[config.mk]
export PLATFORM = sky130hd
export DESIGN_NAME = mod2011_serial_accumulator
export DESIGN_NICKNAME = d
export VERILOG_FILES = /design/src/rtl/mod2011_pkg.sv /design/src/rtl/mod2011_add_reduce.sv /design/src/rtl/mod2011_serial_accumulator.sv
export SDC_FILE = /design/constraint.sdc
export NUM_CORES = 1
export LEC_CHECK = 0
export BUFFER_PORTS_ARGS = -buffer_cell sky130_fd_sc_hd__buf_2
export CORE_ASPECT_RATIO = 0.8
export CORE_MARGIN = 1.5
export CORE_UTILIZATION = 40
export CTS_BUF_LIST = sky130_fd_sc_hd__clkbuf_16
export DETAILED_ROUTE_END_ITERATION = 10
export GPL_TIMING_DRIVEN = 0
export PLACE_DENSITY = 0.68
export RECOVER_POWER = 50
export SLEW_MARGIN = 30
export SYNTH_ARGS = -nofsm -noshare
export SYNTH_HDL_FRONTEND = slang
export SYNTH_SLANG_ARGS = --single-unit
export TNS_END_PERCENT = 5
[constraint.sdc]
create_clock -name clk -period 5.6 [get_ports clk]
set_clock_uncertainty 0.05 [all_clocks]
set_input_delay 1.12 -clock clk [delete_from_list [all_inputs] [get_ports clk]]
set_output_delay 1.12 -clock clk [all_outputs]
set_load 0.03 [all_outputs]
[src/rtl/mod2011_pkg.sv]
// Shared constants and types for the mod-2011 residue datapath.
// Holds the modulus, residue/counter widths, operand chunking constants,
// the residue type and the accumulator state enum.
package mod2011_pkg;

    localparam int unsigned MODULUS  = 2011;  // 2^10 < MODULUS < 2^11
    localparam int unsigned W        = 11;    // residue width, z00 = LSB
    localparam int unsigned CNT_W    = 7;     // term counter, saturates at 127
    localparam int unsigned N_CHUNKS = 84;    // six-bit chunks in a 500-bit operand
    localparam int unsigned CHUNK_W  = 6;     // LUT input width

    typedef logic [W-1:0] residue_t;

    typedef enum logic {
        S_ACC = 1'b0,
        S_OUT = 1'b1
    } state_t;

endpackage

[src/rtl/mod2011_add_reduce.sv]
// Combinational modular adder: sum_c = (a + b) mod MODULUS.
// Both operands must already be below MODULUS, so one conditional
// subtract of the W+1-bit sum is enough.
// Ports:
//   a, b   in   W   addends, each < MODULUS
//   sum_c  out  W   reduced sum, always < MODULUS
module mod2011_add_reduce
    import mod2011_pkg::*;
(
    input  residue_t a,
    input  residue_t b,
    output residue_t sum_c
);

    localparam logic [W:0] MOD_X = (W+1)'(MODULUS);

    logic [W:0] sum_wide;

    always_comb begin
        sum_wide = {1'b0, a} + {1'b0, b};
        if (sum_wide >= MOD_X) begin
            sum_c = W'(sum_wide - MOD_X);
        end else begin
            sum_c = W'(sum_wide);
        end
    end

endmodule

[src/rtl/mod2011_serial_accumulator.sv]
// Serial mod-2011 accumulator: takes one LUT residue per handshake, keeps a
// running sum mod MODULUS and presents the final residue and term count after
// the term flagged in_last. One bubble cycle (S_OUT) per operand.
// Ports:
//   clk, rst      clock, synchronous active-high reset
//   in_valid      in_residue/in_last valid
//   in_ready      accumulator can take a term (S_ACC)
//   in_residue    W-bit term, nominally < MODULUS
//   in_last       final term of the current operand
//   out_valid     out_residue/out_terms valid (S_OUT)
//   out_ready     downstream accepts the result
//   out_residue   final sum mod MODULUS, held after S_OUT exits
//   out_terms     terms accepted for the operand, saturating
//   err_range     sticky flag: an accepted term was >= MODULUS
module mod2011_serial_accumulator
    import mod2011_pkg::*;
(
    input  logic             clk,
    input  logic             rst,
    input  logic             in_valid,
    output logic             in_ready,
    input  logic [W-1:0]     in_residue,
    input  logic             in_last,
    output logic             out_valid,
    input  logic             out_ready,
    output logic [W-1:0]     out_residue,
    output logic [CNT_W-1:0] out_terms,
    output logic             err_range
);

    localparam residue_t MOD_R = W'(MODULUS);

    state_t             state;
    residue_t           acc;
    logic [CNT_W-1:0]   cnt;

    logic               accept_c;
    logic               range_err_c;
    residue_t           term_c;
    residue_t           sum_c;
    logic [CNT_W-1:0]   cnt_next_c;

    // Handshake outputs decode straight from the state register.
    assign in_ready  = (state == S_ACC);
    assign out_valid = (state == S_OUT);
    assign accept_c  = in_valid & in_ready;

    // Out-of-range terms are folded back once; valid since in_residue < 2*MODULUS.
    always_comb begin
        range_err_c = (in_residue >= MOD_R);
        term_c      = range_err_c ? residue_t'(in_residue - MOD_R) : in_residue;
        cnt_next_c  = (cnt == '1) ? cnt : cnt + CNT_W'(1);
    end

    mod2011_add_reduce u_add_reduce (
        .a     (acc),
        .b     (term_c),
        .sum_c (sum_c)
    );

    // FSM, accumulator, counter and result registers.
    always_ff @(posedge clk) begin
        if (rst) begin
            state       <= S_ACC;
            acc         <= '0;
            cnt         <= '0;
            out_residue <= '0;
            out_terms   <= '0;
            err_range   <= 1'b0;
        end else begin
            case (state)
                S_ACC: begin
                    if (accept_c) begin
                        if (range_err_c) begin
                            err_range <= 1'b1;
                        end
                        if (in_last) begin
                            out_residue <= sum_c;
                            out_terms   <= cnt_next_c;
                            acc         <= '0;
                            cnt         <= '0;
                            state       <= S_OUT;
                        end else begin
                            acc <= sum_c;
                            cnt <= cnt_next_c;
                        end
                    end
                end
                S_OUT: begin
                    if (out_ready) begin
                        state <= S_ACC;
                    end
                end
                default: state <= S_ACC;
            endcase
        end
    end

endmodule

==> results of run 1 <==
-- cells in the mapped netlist, types with 4 or more instances --
master / instances / area (um2)
nand2_1: 43 / 161
dfxtp_1: 38 / 761
nor2_1: 34 / 128
o21ai_0: 23 / 115
a21oi_1: 18 / 90.1
nor3_1: 16 / 80.1
ha_1: 14 / 175
clkbuf_1: 13 / 48.8
nand3_1: 12 / 60.1
inv_1: 11 / 41.3
xnor2_1: 10 / 87.6
xor2_1: 9 / 78.8
a22o_1: 8 / 70.1
a31oi_1: 8 / 50.1
and2_1: 8 / 50.1
mux2i_1: 8 / 80.1
o211ai_1: 6 / 45.0
nand4_1: 5 / 31.3
nor4_1: 5 / 31.3
a32oi_1: 4 / 35.0
nand2b_1: 4 / 25.0
nor3b_1: 4 / 30.0
o21a_1: 4 / 30.0
-- through the flow --
step	hold WS [ns]	utilization (%)	std cells
after CTS	0.408	47.4	493
final	0.405	47.0	493
after global placement	0.381	45.4	485
after floorplan	0.395	-	363
after global routing	0.441	47.0	493
after detailed placement	0.395	45.4	485
-- routing by layer --
layer  track usage [%]  vias to the layer above  wire [um]
li1                  -                     1431          -
met5                 0                        -          0
met2              30.8                      101       3400
met4              6.38                        0        143
met1              29.2                     1335       3670
met3              3.29                       17        495
-- power by group through the flow --
stage          Sequential, W  Combinational [W]  Clock (W)
3_5_place_dp        0.000323           0.000461          0
3_3_place_gp        0.000322           0.000451          0
2_1_floorplan       0.000348           0.000327          0
4_1_cts             0.000318           0.000466   0.000273
5_1_grt             0.000321           0.000511   0.000282
6_report            0.000318           0.000468   0.000270
-- critical path, cell delays in order --
cell	delay (ns)
clkbuf_1	0.12
ha_1	0.25
a211oi_1	0.24
nor2_1	0.08
o21a_1	0.26
xor2_1	0.19
ha_1	0.23
inv_1	0.07
fa_1	0.20
nand2b_1	0.18
a21oi_1	0.10
o41a_1	0.38
a2111oi_0	0.57
a311oi_2	0.22
o41ai_2	0.55
o21ai_0	0.24
a22o_1	0.24
-- layout make-up --
cell class	count	area [um2]
fillers	713	3630
multi-input cells	297	1960
flip-flops and latches	38	761
repair buffers	35	148
clock buffers	5	125
well taps	87	109
plain buffers	17	67.6
inverters	11	41.3
clock inverters	3	12.5
-- registers in the layout (all words and copies together), names as in the netlist --
signal	cells
acc	11
cnt	7
err_range	1
out_residue	11
out_terms	7
out_valid	1
-- worst min-delay path by stage --
stage	start	end	slack, ns	cells after the start
after global routing	out_terms[0]$_SDFFE_PP0P_	out_terms[0]$_SDFFE_PP0P_	0.44	2
after CTS	out_terms[5]$_SDFFE_PP0P_	out_terms[5]$_SDFFE_PP0P_	0.41	2
final	out_terms[5]$_SDFFE_PP0P_	out_terms[5]$_SDFFE_PP0P_	0.40	2
after global placement	out_terms[0]$_SDFFE_PP0P_	out_terms[0]$_SDFFE_PP0P_	0.38	2
after floorplan	acc[2]$_SDFFE_PP0P_	acc[2]$_SDFFE_PP0P_	0.40	2
after detailed placement	out_terms[5]$_SDFFE_PP0P_	out_terms[5]$_SDFFE_PP0P_	0.40	2
-- kinds of logic (layout without fill, tap and decap cells) --
| logic type | Yosys count | after routing | synth area share [%] |
|---|---|---|---|
| buf+inv | 28 | 71 | 3.84 |
| xor+xnor | 19 | 19 | 5.88 |
| simple gates | 151 | 151 | 26.8 |
| flops | 38 | 38 | 26.9 |
| mux | 9 | 9 | 3.23 |
| fa+ha+maj | 15 | 15 | 6.89 |
| compound gates | 103 | 103 | 26.5 |
==> results.json, run 1 <==
{
  "synth-edff-count": 0,
  "cts_resized": 0,
  "place_congestion": 0.886,
  "area.growth.synth_to_final_pct": 13.9,
  "vdd_drop_max_uv": 133,
  "place_area_um2": 3120,
  "leakage_nw": 1.21,
  "internal-power_w": 0.000615,
  "path_class": "input port to register",
  "ys_types": 62,
  "rsz0062_at_grt": "no",
  "die-area_um2": 7600,
  "final_common_cell": "nand2_1",
  "clock_sinks": 38,
  "reg2reg_slack_ns": 2.16,
  "grt_use_total_pct": 20.3,
  "wl_per_cell_um": 15.6,
  "rows": 27,
  "core_area_um2": 6860,
  "finalHoldViolations": 0,
  "p_sw_w": 0.000441,
  "final_cell_area_um2": 3230,
  "postCtsSetupBuffers": 0,
  "crit_path_end_kind": "register",
  "initial_core_util_pct": 41.3,
  "ys_seq_area_share_pct": 26.9,
  "dp_hpwl_mm": 5.71,
  "pwr-share-seq_pct": 30.1,
  "io_buffers": 35,
  "nets": 436,
  "max_freq_mhz": 196,
  "critPathMaxFanout": 8,
  "crit_start": "in_residue[0]",
  "cts.root.buffer_cell": "clkbuf_16",
  "clk_path_buf_depth": 2,
  "fin_crit_ns": 5.11,
  "tritoncts": "yes",
  "r2r-start": "acc[0]$_SDFFE_PP0P_",
  "ys_ff_latch": 38,
  "wl_mm": 7.72,
  "grt_pass1_wl_mm": 12.6,
  "layout_common_cells": "nand2_1, dfxtp_1, clkbuf_1",
  "synth_ff_type": "dfxtp_1",
  "io_pins": 37,
  "p_total_w": 0.00106,
  "required_ns": 5.72,
  "tightest_slew_ns": 0.861,
  "powerDensity_nw_per_um2": 327,
  "cp-start-kind": "input port",
  "swShare_pct": 41.8,
  "syn_inst": 363,
  "max-cap-violations": 0,
  "finalMaxSlewViolations": 0,
  "cp.arrival_ns": 5.23,
  "vias": 2884,
  "pwr-share-comb_pct": 44.3,
  "setup_violations": 0,
  "syn-num-nets": 394,
  "slew_headroom_pct": 42.6,
  "overflow": 0,
  "status": "finished clean",
  "synth_area_per_cell_um2": 7.80,
  "vias_per_cell": 5.85,
  "die_w_um": 97.1,
  "synthArstFlopShare_pct": 0,
  "antenna_found_initial": 0,
  "p_clk_share_pct": 25.5,
  "yosys_warnings": 0,
  "reg2reg_depth": 11,
  "setup_tns_ns": 0,
  "clk-insertion-delay-late_ns": 0.29,
  "post-place-ws_ns": 0.326,
  "antenna_left": 0,
  "antenna_cells": 0,
  "clkTransAtPathRegs_ns": 0.06,
  "drive_above_1_share_pct": 8.87,
  "htree_levels": 2,
  "r2r_end": "out_residue[6]$_SDFFE_PP0P_",
  "cts_made_buffers": 5,
  "ctsHoldBuffers": 0,
  "setup_ws_ns": 0.495,
  "grt_pass1_vias": 2619,
  "hold_class": "register to register",
  "grt_max_degree": 12,
  "drtIter0Drc": 304,
  "syn_area_um2": 2830,
  "die_h_um": 78.3,
  "drt_first_pass_iters": 7,
  "drc": 0,
  "endpoint": "out_residue[6]$_SDFFE_PP0P_",
  "post-route-period-util_pct": 91.2
}
(Power assumes the default switching activity.)
==> run 2: changes to the inputs <==
--- a/config.mk
+++ b/config.mk
@@ -5,14 +5,14 @@
 export SDC_FILE = /design/constraint.sdc
 export NUM_CORES = 1
 export LEC_CHECK = 0
-export BUFFER_PORTS_ARGS = -buffer_cell sky130_fd_sc_hd__buf_2
+export BUFFER_PORTS_ARGS = -buffer_cell sky130_fd_sc_hd__buf_4
 export CORE_ASPECT_RATIO = 0.8
 export CORE_MARGIN = 1.5
-export CORE_UTILIZATION = 40
+export CORE_UTILIZATION = 44
 export CTS_BUF_LIST = sky130_fd_sc_hd__clkbuf_16
 export DETAILED_ROUTE_END_ITERATION = 10
 export GPL_TIMING_DRIVEN = 0
-export PLACE_DENSITY = 0.68
+export PLACE_DENSITY = 0.73
 export RECOVER_POWER = 50
 export SLEW_MARGIN = 30
 export SYNTH_ARGS = -nofsm -noshare
==> results.json, run 2 (synthesis gave the netlist of run 1 again) <==
{
  "drc": 0,
  "finalHoldViolations": 0,
  "hold_class": "register to register",
  "nets": 436,
  "post-route-period-util_pct": 89.7,
  "required_ns": 5.76,
  "rows": 25,
  "setup_violations": 0,
  "clock_sinks": 38,
  "antenna_left": 0,
  "drive_above_1_share_pct": 8.87,
  "cp.arrival_ns": 5.18,
  "drt_first_pass_iters": 5,
  "cts.root.buffer_cell": "clkbuf_16",
  "grt_max_degree": 12,
  "critPathMaxFanout": 8,
  "vias_per_cell": 5.90,
  "io_buffers": 35,
  "powerDensity_nw_per_um2": 335,
  "grt_use_total_pct": 22.3,
  "fin_crit_ns": 5.02,
  "crit_path_end_kind": "register",
  "die_w_um": 92.7,
  "tritoncts": "yes",
  "rsz0062_at_grt": "no",
  "finalMaxSlewViolations": 0,
  "leakage_nw": 1.23,
  "cp-start-kind": "input port",
  "layout_common_cells": "nand2_1, dfxtp_1, clkbuf_1",
  "die_h_um": 74.8,
  "grt_pass1_wl_mm": 12.3,
  "overflow": 0,
  "core_area_um2": 6070,
  "dp_hpwl_mm": 5.67,
  "area.growth.synth_to_final_pct": 15.7,
  "reg2reg_slack_ns": 2.23,
  "ctsHoldBuffers": 0,
  "place_congestion": 0.895,
  "antenna_cells": 0,
  "htree_levels": 2,
  "p_total_w": 0.00110,
  "vias": 2871,
  "max_freq_mhz": 199,
  "initial_core_util_pct": 46.7,
  "path_class": "input port to register",
  "clk_path_buf_depth": 2,
  "drtIter0Drc": 246,
  "max-cap-violations": 0,
  "placed_cells": 479,
  "final_common_cell": "nand2_1",
  "grt_pass1_vias": 2613,
  "clkTransAtPathRegs_ns": 0.06,
  "tightest_slew_ns": 0.925,
  "io_pins": 37,
  "die-area_um2": 6930,
  "slew_headroom_pct": 38.3,
  "status": "finished clean",
  "wl_per_cell_um": 15.3,
  "layoutNonFillerInstCount": 487,
  "wl_mm": 7.46,
  "clk-insertion-delay-late_ns": 0.28,
  "postCtsSetupBuffers": 0,
  "fin_util_pct": 54.0,
  "antenna_found_initial": 0,
  "cts_resized": 0,
  "cts_made_buffers": 5,
  "largest_registers": "acc: 11 flops, out_residue: 11 flops",
  "setup_tns_ns": 0,
  "vdd_drop_max_uv": 155
}
run 2: final cells by class:
| cell class | instances | area (um2) |
|---|---|---|
| fill | 610 | 2790 |
| multi-input combinational | 297 | 1960 |
| sequential | 38 | 761 |
| timing repair buffer | 35 | 180 |
| clock buffer | 5 | 125 |
| tap | 81 | 101 |
| buffer | 17 | 67.6 |
| inverter | 11 | 41.3 |
| clock inverter | 3 | 37.5 |
run 2: per-layer routing:
layer / up-vias / wire, um / global-route usage, %
met5: - / 0 / 0
met4: 0 / 78 / 6.57
met3: 6 / 442 / 4.04
met2: 94 / 3120 / 34.2
met1: 1341 / 3820 / 32.3
li1: 1430 / - / -
run 2: critical path, stage by stage:
cell       delay [ns]
clkbuf_1         0.12
ha_1             0.26
a211oi_1         0.27
nor2_1           0.07
o21a_1           0.27
xor2_1           0.18
ha_1             0.21
inv_1            0.06
fa_1             0.40
nand2b_1         0.20
a21oi_1          0.18
o41a_1           0.23
a2111oi_0        0.14
a311oi_2         0.63
and2_0           0.48
nand2_1          0.17
o2111ai_1        0.20
run 2: power breakdown:
group          switching (W)  leakage, nW  internal (W)
Combinational       0.000307        0.838      0.000157
Sequential         0.0000177        0.310      0.000299
Clock               0.000109       0.0864      0.000207
Total               0.000433         1.23      0.000663
run 2: through the flow:
stage / cell area [um2] / setup slack (ns) / hold slack [ns]
4_1_cts: 3360 / 0.631 / 0.410
5_1_grt: 3280 / 0.314 / 0.443
3_3_place_gp: 3200 / 0.374 / 0.389
3_5_place_dp: 3200 / 0.370 / 0.398
2_1_floorplan: 2830 / 1.08 / 0.395
6_report: 3280 / 0.577 / 0.401
run 2: worst paths after layout:
check | startpoint | endpoint | cells after the start
setup reg to reg | acc[0]$_SDFFE_PP0P_ | acc[4]$_SDFFE_PP0P_ | 11
hold / removal | out_terms[1]$_SDFFE_PP0P_ | out_terms[1]$_SDFFE_PP0P_ | 2
setup / recovery | in_residue[0] | acc[4]$_SDFFE_PP0P_ | 17
hold reg to reg | out_terms[1]$_SDFFE_PP0P_ | out_terms[1]$_SDFFE_PP0P_ | 2
==> run 3: changes to the inputs <==
--- a/config.mk
+++ b/config.mk
@@ -5,9 +5,9 @@
 export SDC_FILE = /design/constraint.sdc
 export NUM_CORES = 1
 export LEC_CHECK = 0
+export ABC_CLOCK_PERIOD_IN_PS = 5600
 export BUFFER_PORTS_ARGS = -buffer_cell sky130_fd_sc_hd__buf_4
 export CORE_ASPECT_RATIO = 0.8
-export CORE_MARGIN = 1.5
 export CORE_UTILIZATION = 44
 export CTS_BUF_LIST = sky130_fd_sc_hd__clkbuf_16
 export DETAILED_ROUTE_END_ITERATION = 10
==> results.json, run 3 (synthesis gave the netlist of run 1 again) <==
{
  "place_congestion": 0.874,
  "crit_path_end_kind": "register",
  "io_buffers": 35,
  "area.growth.synth_to_final_pct": 14.8,
  "grt_use_met3_pct": 5.90,
  "overflow": 0,
  "initial_core_util_pct": 46.7,
  "fin_crit_ns": 5.12,
  "cts_made_buffers": 5,
  "layoutNonFillerInstCount": 487,
  "largest_registers": "acc: 11 flops, out_residue: 11 flops",
  "powerDensity_nw_per_um2": 325,
  "nets": 436,
  "place_area_um2": 3200,
  "io_pins": 37,
  "status": "finished clean",
  "clkTransAtPathRegs_ns": 0.06,
  "grt_util_met2_pct": 34.9,
  "drive_above_1_share_pct": 8.87,
  "leakage_nw": 1.22,
  "rsz0062_at_grt": "no",
  "critPathMaxFanout": 8,
  "dp_hpwl_mm": 5.63,
  "postCtsSetupBuffers": 0,
  "wl_mm": 7.56,
  "drc": 0,
  "drt_first_pass_iters": 5,
  "antenna_left": 0,
  "required_ns": 5.75,
  "tightest_slew_ns": 0.858,
  "finalHoldViolations": 0,
  "vias": 2910,
  "clk_path_buf_depth": 2,
  "max_freq_mhz": 195,
  "hold_class": "register to register",
  "placed_cells": 479,
  "cp_slowest_cell": "a311oi_2",
  "grt_pass1_vias": 2593,
  "path_class": "input port to register",
  "antenna_cells": 0,
  "max-cap-violations": 0,
  "final_cell_area_um2": 3250,
  "reg2reg_depth": 11,
  "grt_max_degree": 12,
  "use_met1_pct": 32.9,
  "die-area_um2": 6760,
  "cp.arrival_ns": 5.27,
  "clk-insertion-delay-late_ns": 0.28,
  "slew_headroom_pct": 42.8,
  "ctsHoldBuffers": 0,
  "setup_violations": 0,
  "setup_tns_ns": 0,
  "cts.root.buffer_cell": "clkbuf_16",
  "cp-start-kind": "input port",
  "vias_per_cell": 5.98,
  "cp_cell_sequence": "clkbuf_1 > ha_1 > a211oi_1 > nor2_1 > o21a_1 > xor2_1 > ha_1 > inv_1 > fa_1 > nand2b_1 > a21oi_1 > o41a_1 > a2111oi_0 > a311oi_2 > and2_0 > nand2_1 > o211ai_1",
  "drtIter0Drc": 259,
  "layout_common_cells": "nand2_1, dfxtp_1, clkbuf_1",
  "die_w_um": 91.7,
  "grt_use_total_pct": 23.2,
  "grt_pass1_wl_mm": 12.6,
  "cts_resized": 0,
  "grt-busiest-layer": "met2",
  "vdd_drop_max_uv": 157,
  "tritoncts": "yes",
  "rows": 25,
  "core_area_um2": 6070,
  "finalMaxSlewViolations": 0,
  "wl_per_cell_um": 15.5,
  "cpPeakStageDelay_ns": 0.67,
  "final_common_cell": "nand2_1",
  "antenna_found_initial": 0,
  "critPathMostFrequentCell": "ha_1",
  "post-route-period-util_pct": 91.5,
  "clock_sinks": 38,
  "htree_levels": 2,
  "holdPathStages": 2,
  "die_h_um": 73.8
}
==> run 3: worst paths after layout <==
path	from	endpoint	slack (ns)
hold reg to reg	out_terms[1]$_SDFFE_PP0P_	out_terms[1]$_SDFFE_PP0P_	0.40
setup reg to reg	acc[0]$_SDFFE_PP0P_	acc[1]$_SDFFE_PP0P_	2.13
setup / recovery	in_residue[0]	acc[1]$_SDFFE_PP0P_	0.48
hold / removal	out_terms[1]$_SDFFE_PP0P_	out_terms[1]$_SDFFE_PP0P_	0.40
==> run 3: cell type report <==
| type | count | area, um2 |
|---|---|---|
| buffer | 17 | 67.6 |
| clock buffer | 5 | 125 |
| clock inverter | 3 | 12.5 |
| fill | 613 | 2820 |
| inverter | 11 | 41.3 |
| multi-input combinational | 297 | 1960 |
| sequential | 38 | 761 |
| tap | 81 | 101 |
| timing repair buffer | 35 | 180 |
==> run 3: power by group <==
part	total, W	switching [W]	internal (W)
Clock	0.000270	0.000109	0.000161
Sequential	0.000317	0.0000177	0.000299
Combinational	0.000469	0.000312	0.000157
==> run 3: stage by stage <==
step	worst slack (ns)	total power, W	utilization [%]	hold slack, ns
2_1_floorplan	1.08	0.000674	-	0.395
3_3_place_gp	0.365	0.000784	52.7	0.388
3_5_place_dp	0.309	0.000794	52.7	0.396
4_1_cts	0.544	0.00106	54.9	0.409
5_1_grt	0.145	0.00112	53.6	0.444
6_report	0.478	0.00106	53.6	0.401
==> run 3: critical path: cells and delay by family <==
kind                     cells  cell delay [ns]
AO/OA/AOI/OAI                7             1.97
XOR/XNOR                     1             0.19
adder cells (fa/ha/maj)      3             0.88
buffers and inverters        2             0.18
AND/OR/NAND/NOR              4             0.93
==> run 3: per-layer routing <==
metal	wire length [um]	share of wire, %
met5	0	0
met4	104	1.4
met3	602	8.0
met2	3170	42
met1	3670	49
